--- src/rtl/ahb_lite_master_arbiter.sv ---
// ahb_lite_master_arbiter
//   Two-master arbiter and bus multiplexer in front of a single AHB-Lite
//   master port. Round-robin ownership, HLOCK support and a beat-limit
//   preemption counter. Address-phase and data-phase ownership are tracked
//   separately so pipelined transfers hand over cleanly.
//
// Ports
//   clk, reset            clock, synchronous active-high reset
//   mX_req / mX_lock      bus request / locked-sequence request (X = 0, 1)
//   mX_haddr..mX_hwdata   master X address/control/write data
//   mX_grant              master X owns the address phase
//   mX_hready             HREADY as seen by master X
//   haddr..hwdata         muxed AHB-Lite signals to the fabric
//   hmastlock             lock of the address-phase owner
//   hready, hrdata        from the slave mux (hrdata is broadcast outside)
//   dbg_*                 arbiter state for observation
//
// Handshake: a transfer presented on the address phase is accepted on the
// rising edge where hready=1 and htrans[1]=1 (NONSEQ/SEQ). Its data phase
// occupies the following hready=1 cycle. hready=1 is also the only point
// at which ownership may change.
module ahb_lite_master_arbiter #(
    parameter int ADDR_WIDTH = 32,
    parameter int DATA_WIDTH = 32,
    parameter int MAX_HOLD   = 8
) (
    input  logic                  clk,
    input  logic                  reset,
    input  logic                  m0_req,
    input  logic                  m0_lock,
    input  logic [ADDR_WIDTH-1:0] m0_haddr,
    input  logic [1:0]            m0_htrans,
    input  logic                  m0_hwrite,
    input  logic [2:0]            m0_hsize,
    input  logic [2:0]            m0_hburst,
    input  logic [DATA_WIDTH-1:0] m0_hwdata,
    output logic                  m0_grant,
    output logic                  m0_hready,
    input  logic                  m1_req,
    input  logic                  m1_lock,
    input  logic [ADDR_WIDTH-1:0] m1_haddr,
    input  logic [1:0]            m1_htrans,
    input  logic                  m1_hwrite,
    input  logic [2:0]            m1_hsize,
    input  logic [2:0]            m1_hburst,
    input  logic [DATA_WIDTH-1:0] m1_hwdata,
    output logic                  m1_grant,
    output logic                  m1_hready,
    output logic [ADDR_WIDTH-1:0] haddr,
    output logic [1:0]            htrans,
    output logic                  hwrite,
    output logic [2:0]            hsize,
    output logic [2:0]            hburst,
    output logic                  hmastlock,
    output logic [DATA_WIDTH-1:0] hwdata,
    input  logic                  hready,
    input  logic [DATA_WIDTH-1:0] hrdata,
    output logic                  dbg_owner,
    output logic                  dbg_dp_owner,
    output logic                  dbg_dp_valid,
    output logic                  dbg_last,
    output logic [7:0]            dbg_hold_cnt
);

    localparam logic [1:0] HTRANS_IDLE = 2'b00;

    logic       owner, owner_nxt;
    logic       dp_owner, dp_owner_nxt;
    logic       dp_valid, dp_valid_nxt;
    logic       last, last_nxt;
    logic [7:0] hold_cnt, hold_nxt;

    logic       o_req, n_req, o_lock;
    logic [8:0] beats;
    logic       do_switch;

    // hrdata is routed to the masters outside this block.
    logic unused_hrdata;
    assign unused_hrdata = ^hrdata;

    // State register
    always_ff @(posedge clk) begin
        if (reset) begin
            owner    <= 1'b0;
            dp_owner <= 1'b0;
            dp_valid <= 1'b0;
            last     <= 1'b1;
            hold_cnt <= 8'd0;
        end else begin
            owner    <= owner_nxt;
            dp_owner <= dp_owner_nxt;
            dp_valid <= dp_valid_nxt;
            last     <= last_nxt;
            hold_cnt <= hold_nxt;
        end
    end

    // Next-state logic
    always_comb begin
        o_req  = owner ? m1_req  : m0_req;
        n_req  = owner ? m0_req  : m1_req;
        o_lock = owner ? m1_lock : m0_lock;
        // Count the beat being accepted this cycle so the limit takes effect
        // on exactly the MAX_HOLD-th accepted beat.
        beats  = {1'b0, hold_cnt} + {8'd0, htrans[1]};
        do_switch = hready && n_req && !o_lock &&
                    (!o_req || (htrans == HTRANS_IDLE) ||
                     (beats >= 9'(MAX_HOLD)));

        owner_nxt    = owner;
        dp_owner_nxt = dp_owner;
        dp_valid_nxt = dp_valid;
        last_nxt     = last;
        hold_nxt     = hold_cnt;

        if (hready) begin
            dp_owner_nxt = owner;
            dp_valid_nxt = htrans[1];
            if (htrans[1] && (hold_cnt != 8'hFF)) begin
                hold_nxt = hold_cnt + 8'd1;
            end
        end

        if (do_switch) begin
            owner_nxt = ~owner;
            last_nxt  = ~owner;
            hold_nxt  = 8'd0;
        end
    end

    // Output logic
    always_comb begin
        haddr     = owner ? m1_haddr  : m0_haddr;
        htrans    = owner ? m1_htrans : m0_htrans;
        hwrite    = owner ? m1_hwrite : m0_hwrite;
        hsize     = owner ? m1_hsize  : m0_hsize;
        hburst    = owner ? m1_hburst : m0_hburst;
        hmastlock = owner ? m1_lock   : m0_lock;
        // Write data belongs to whoever's transfer is in its data phase.
        hwdata    = dp_owner ? m1_hwdata : m0_hwdata;

        m0_grant  = !owner;
        m1_grant  = owner;
        m0_hready = hready && (!owner || (dp_valid && !dp_owner));
        m1_hready = hready && ( owner || (dp_valid &&  dp_owner));

        dbg_owner    = owner;
        dbg_dp_owner = dp_owner;
        dbg_dp_valid = dp_valid;
        dbg_last     = last;
        dbg_hold_cnt = hold_cnt;
    end

endmodule

--- config.mk ---
export PLATFORM = sky130hd
export DESIGN_NAME = ahb_lite_master_arbiter
export DESIGN_NICKNAME = d
export VERILOG_FILES = /design/src/rtl/ahb_lite_master_arbiter.sv
export SDC_FILE = /design/constraint.sdc
export NUM_CORES = 1
export LEC_CHECK = 0
export ABC_AREA = 1
export ABC_CLOCK_PERIOD_IN_PS = 2000
export BUFFER_PORTS_ARGS = -buffer_cell sky130_fd_sc_hd__buf_2
export CAP_MARGIN = 10
export CELL_PAD_IN_SITES_DETAIL_PLACEMENT = 2
export CELL_PAD_IN_SITES_GLOBAL_PLACEMENT = 2
export CORE_ASPECT_RATIO = 2
export CORE_MARGIN = 2
export CORE_UTILIZATION = 10
export CTS_CLUSTER_SIZE = 16
export DETAILED_ROUTE_END_ITERATION = 7
export GPL_ROUTABILITY_DRIVEN = 0
export HOLD_SLACK_MARGIN = 0.1
export PLACE_DENSITY = 0.78
export RECOVER_POWER = 100
export SLEW_MARGIN = 10
export SYNTH_ARGS = -nofsm -noshare
export SYNTH_HDL_FRONTEND = slang
export SYNTH_SLANG_ARGS = --single-unit
--- constraint.sdc ---
create_clock -name clk -period 2 [get_ports clk]
set_input_delay 0.4 -clock clk [delete_from_list [all_inputs] [get_ports clk]]
set_output_delay 0.4 -clock clk [all_outputs]
set_load 0.01 [all_outputs]
# Word level (Yosys, flattened, before mapping)
# Index checks and enable logic that the tools add are counted.
[totals]
reg_bits = 12
input_bits = 185
output_inout_bits = 90
elab_cells = 38
[classes]
add_sub_neg = 2
n_lt_le_gt_ge = 1
n_eq_ne = 1
muxes = 9
bitwise_logic = 1
reduce_logical = 19
[ops]
columns = ["op", "n"]
rows = [
  ["2-to-1 mux 32 bit", 2],
  ["adder 8 x 1 -> 9 bit", 1],
  [">= comparator 9 x 4 -> 1 bit, second input constant", 1],
  ["adder 8 x 1 -> 8 bit, second input constant", 1],
  ["logical AND 1 bit", 8],
  ["inequality test 8 bit, second input constant", 1],
  ["2-to-1 mux 3 bit", 2],
  ["zero test 1 bit", 4],
  ["logical OR 1 bit", 4],
  ["2-to-1 mux 1 bit", 4],
  ["zero test 2 bit", 1],
  ["2-to-1 mux 2 bit", 1],
  ["AND reduction 2 bit", 1],
  ["OR reduction 2 bit", 1],
  ["NOT 1 bit", 1],
]

# Longest topological paths before layout
[depth]
word_depth = 6
mapped_depth = 15
depth_no_buf = 15

# Worst setup path after synthesis
# Ideal clock, no wire load.
[synth_timing]
path_kind = "register to register"
from = "register owner, in the netlist dbg_owner"
to = "register hold_cnt[2], in the netlist dbg_hold_cnt[2]"
setup_ns = 0.116
arrival_time_ns = 1.791
required_ns = 1.884
path_slack_ns = 0.093
path_stages_with_launch = 14
n_path_buf = 0
period_less_slack_ns = 1.907
path_cell_list = "dfxtp_1 > nand2_1 > o21ai_2 > inv_1 > ha_1 > ha_1 > nand3_1 > nand2_1 > nand3_1 > nor2_2 > nand3_2 > nand2_4 > nand2_4 > nor2_1"
[synth_between]
elab_chain_len = 6
word_cells_on_any_way = 17
classes_between = "1 x add/sub; 1 x order compare; 4 x mux; 11 x reduce/logical"
[synth_rtl]
columns = ["element", "line_no", "rtl"]
rows = [
  ["start: declaration", "67", "logic owner, owner_nxt;"],
  ["start signal: assignment", "90", "owner <= owner_nxt;"],
  ["2-to-1 mux 2 bit *", "134", "htrans = owner ? m1_htrans : m0_htrans;"],
  ["via htrans[1]", "50", "output logic [1:0] htrans,"],
  ["adder 8 x 1 -> 9 bit / zero test 2 bit (equally long branches)", "105, 107", ""],
  [">= comparator 9 x 4 -> 1 bit / logical OR 1 bit (equally long branches)", "108, 107", ""],
  ["logical OR 1 bit", "107", "(!o_req || (htrans == HTRANS_IDLE) ||"],
  ["logical AND 1 bit", "106", "do_switch = hready && n_req && !o_lock &&"],
  ["OR reduction 2 bit (no source line)", "--", ""],
  ["end signal: assignment", "94", "hold_cnt <= hold_nxt;"],
  ["end: declaration", "71", "logic [7:0] hold_cnt, hold_nxt;"],
]
# Mark *: on every way through the listed nets, which the timed path passes. The rest lies on a longest branch.
# A chain may end at the register's enable or synchronous reset.

# Worst setup path after layout
[layout_timing]
from = "register owner, in the netlist dbg_owner"
to = "output hburst[0]"
[layout_between]
elab_chain_len = 1
[layout_rtl]
columns = ["element", "line_no", "rtl"]
rows = [
  ["2-to-1 mux 3 bit", "137", "hburst = owner ? m1_hburst : m0_hburst;"],
  ["end: declaration", "53", "output logic [2:0] hburst,"],
]
# Every way passes these cells.

==> summary.md <==
| Metric | Value |
|---|---|
| Status | `finished clean` |
| Relative slew slack | `approximately three quarters` |
| Die Area | `18800 um^2` |
| Unrepaired setup endpoints after global routing | `false` |
| Largest net degree at the start of global routing | `42` |
| DR iter-0 viols | `26` |
| Final setup viols | `0` |
| Total CTS buffers | `3` |
| CTS clock-pin slew for the worst setup and hold paths | `approximately 0.040 ns` |
| Drt via density | `3.95` |
| Top-area cell type share of the netlist area | `a little over half` |
| Skew final | `0.000843 ns` |
| Clock latency on the worst-skew pair | `0.24 ns` |
| Final WL | `11200 um` |
| Worst-path maximum fanout | `41` |
| Synth unique cells | `25` |
| WS Path Type | `reg2out` |
| Slew Limit Fails | `0` |
| CTS tree | `built` |
| CP endpoint kind | `primary output` |
| Final hold slack | `0.342 ns` |
| Clock Sinks | `12` |
| Wire per inst | `~14 um` |
| Ys Warns | `0` |
| Dpl cells | `808` |
| Number of global-route vias before repair | `3445` |
| Minimum clock period | `1.87 ns` |
| First-pass GRT wire length | `approximately 17000 um` |
| Commonest non-fill, non-tap cell in the layout | `nand2_1` |
| Postcts setup bufs | `0` |
| Core Rows | `68` |
| Worst VDD drop | `0.000207 V` |
| P_leak | `between 1.5 and 2 nW` |
| Die Wd | `98.0 um` |
| Clock Tree Root | `clkbuf_16` |
| Tot GR Track Use | `11.0%` |
| DRT Pass-1 Iters | `3` |
| Final #Nets | `792` |
| Crit start category | `flop` |
| Syn avg cell area | `4.85 um^2` |
| CP arrival | `1.47 ns` |
| Die H | `192 um` |
| Ratio of cells with drive above 1 in the final layout | `between 30% and 40%` |
| Non-Filler Instances | `813` |
| PortBufs | `242` |
| Remaining Overflow, GRT | `0` |
| Most frequent cells in the layout | `nand2_1 (250), buf_2 (164), clkbuf_1 (66), nand3_1 (17), inv_1 (15)` |
| Synth Net Count | `553` |
| PwrDens | `just under 400 nW/um^2` |
| Max Clk Rate | `536 MHz` |
| Antenna viol nets, final | `0` |
| Via count | `3212` |
| H-tree levels | `1` |
| Cts hold-fix bufs | `0` |
| Post-layout util | `19.3%` |
| # Max-Cap Violations | `0` |
| Synth Cell Area | `1770 um^2` |
| Critical path required time | `1.60 ns` |
| Tightest Hold Check Type | `in2reg` |
| Io pins | `275` |
| Post-synthesis cell count | `about 360` |
| Worst slew pin tran | `0.377 ns` |
| Main area contributors after synthesis | `nand2_1 (53%), dfxtp_1 (14%), nand3_1 (5.1%), inv_1 (3.4%), clkbuf_1 (3.2%)` |
| Initial antenna violation count | `1` |
| Fin crit share | `93.3%` |
| Core footprint | `17300 um^2` |
| DRC viols | `0` |
| CTS Buffer Depth | `2` |
| Syn-to-layout area delta | `88.5%` |
| Initial Util | `between 10% and 20%` |
| DP HPWL | `9720 um` |
| Seq/Total Area, Yosys | `approximately 14%` |
| Final hold violation count | `0` |
| FF+latch count, synth | `12` |
| Synth area leader | `nand2_1` |
==> critical path: stages (launching register included) <==
cell and delay, ns:
dfxtp_4 0.36, buf_8 0.16, inv_2 0.12, buf_12 0.22, nand2_1 0.08, nand2_1 0.10
clkbuf_1 0.16
==> metrics by stage <==
stage	cell area [um^2]	worst slack (ns)	TNS [ns]	power, mW
global route	3330	0.00895	0	1.40
floorplan	1770	0.0929	0	0.548
CTS	3360	0.00920	0	1.35
global placement	3260	0.0269	0	0.907
finish	3330	0.133	0	1.30
detailed placement	3260	-0.0857	-0.609	0.925
==> power breakdown <==
group          total (mW)  switching [mW]  leakage [nW]  internal, mW
Combinational       0.621           0.361          1.73         0.260
Clock               0.416           0.114        0.0442         0.303
Sequential          0.260          0.0129        0.0987         0.247
Total                1.30           0.488          1.87         0.810
==> path summary, 6_finish.rpt <==
kind                            slack, ns                            to              startpoint  cells after the start
worst max-delay path                 0.13                     hburst[0]  dbg_owner$_SDFFE_PP0P_                      6
worst min-delay path                 0.34        dbg_owner$_SDFFE_PP0P_                   reset                      2
worst max register to register       0.20  dbg_hold_cnt[1]$_SDFFE_PP0P_  dbg_owner$_SDFFE_PP0P_                     13
worst min register to register       0.50         dbg_last$_SDFFE_PP1P_   dbg_last$_SDFFE_PP1P_                      2
==> cell families (layout without fill, tap and decap cells) <==
group	count (synthesis)	in the layout	share of synthesized area, %
adders and majority gates	4	4	2.83
and+or+nand+nor	289	289	66.2
buffers and inverters	38	276	8.50
DFF	12	12	13.6
AOI/OAI and AO/OA	17	17	6.87
xor gates and xnor gates	4	4	1.98
other	0	1	0
==> cells in the mapped netlist <==
master      n
nand2_2     3
o21ai_1     2
nand3_2     1
buf_4       2
a211oi_2    1
nand4_1     1
nor2_1      6
inv_2       3
o21ai_0     1
a21oi_1     5
o21ai_2     1
clkbuf_1   15
nor2_2      6
nand4_2     1
clkinv_1    2
nor2_4      1
a21oi_2     6
ha_1        4
nand2_4     2
nand3_1    18
inv_1      16
o21bai_1    1
dfxtp_1    12
xor2_1      4
nand2_1   250
==> flip-flops by register name, indices dropped and copies added, names as in the netlist <==
name / count
dbg_dp_owner: 1
dbg_dp_valid: 1
dbg_hold_cnt: 8
dbg_last: 1
dbg_owner: 1
==> layer usage <==
layer / vias up / share of wire, % / track usage (%)
met4: 2 / 2.0 / 2.72
met1: 1490 / 32 / 10.8
met3: 19 / 5.5 / 2.00
li1: 1578 / - / -
met5: - / 0.12 / 0
met2: 123 / 60 / 23.1
==> final cells by class <==
type                       instances  area (um^2)
timing repair buffer             251         1210
multi-input combinational        314         1440
fill                            2253        13900
sequential                        12          245
antenna                            1         2.50
tap                              210          263
clock buffer                       4         88.8
inverter                          21         78.8
==> timing repair <==
action,in CTS,in global routing
endpoints found under the hold margin,0,0
resized for setup,1,16
pin swaps,0,6
setup endpoints to repair,3,22
Power figures use the tool's default switching activity.
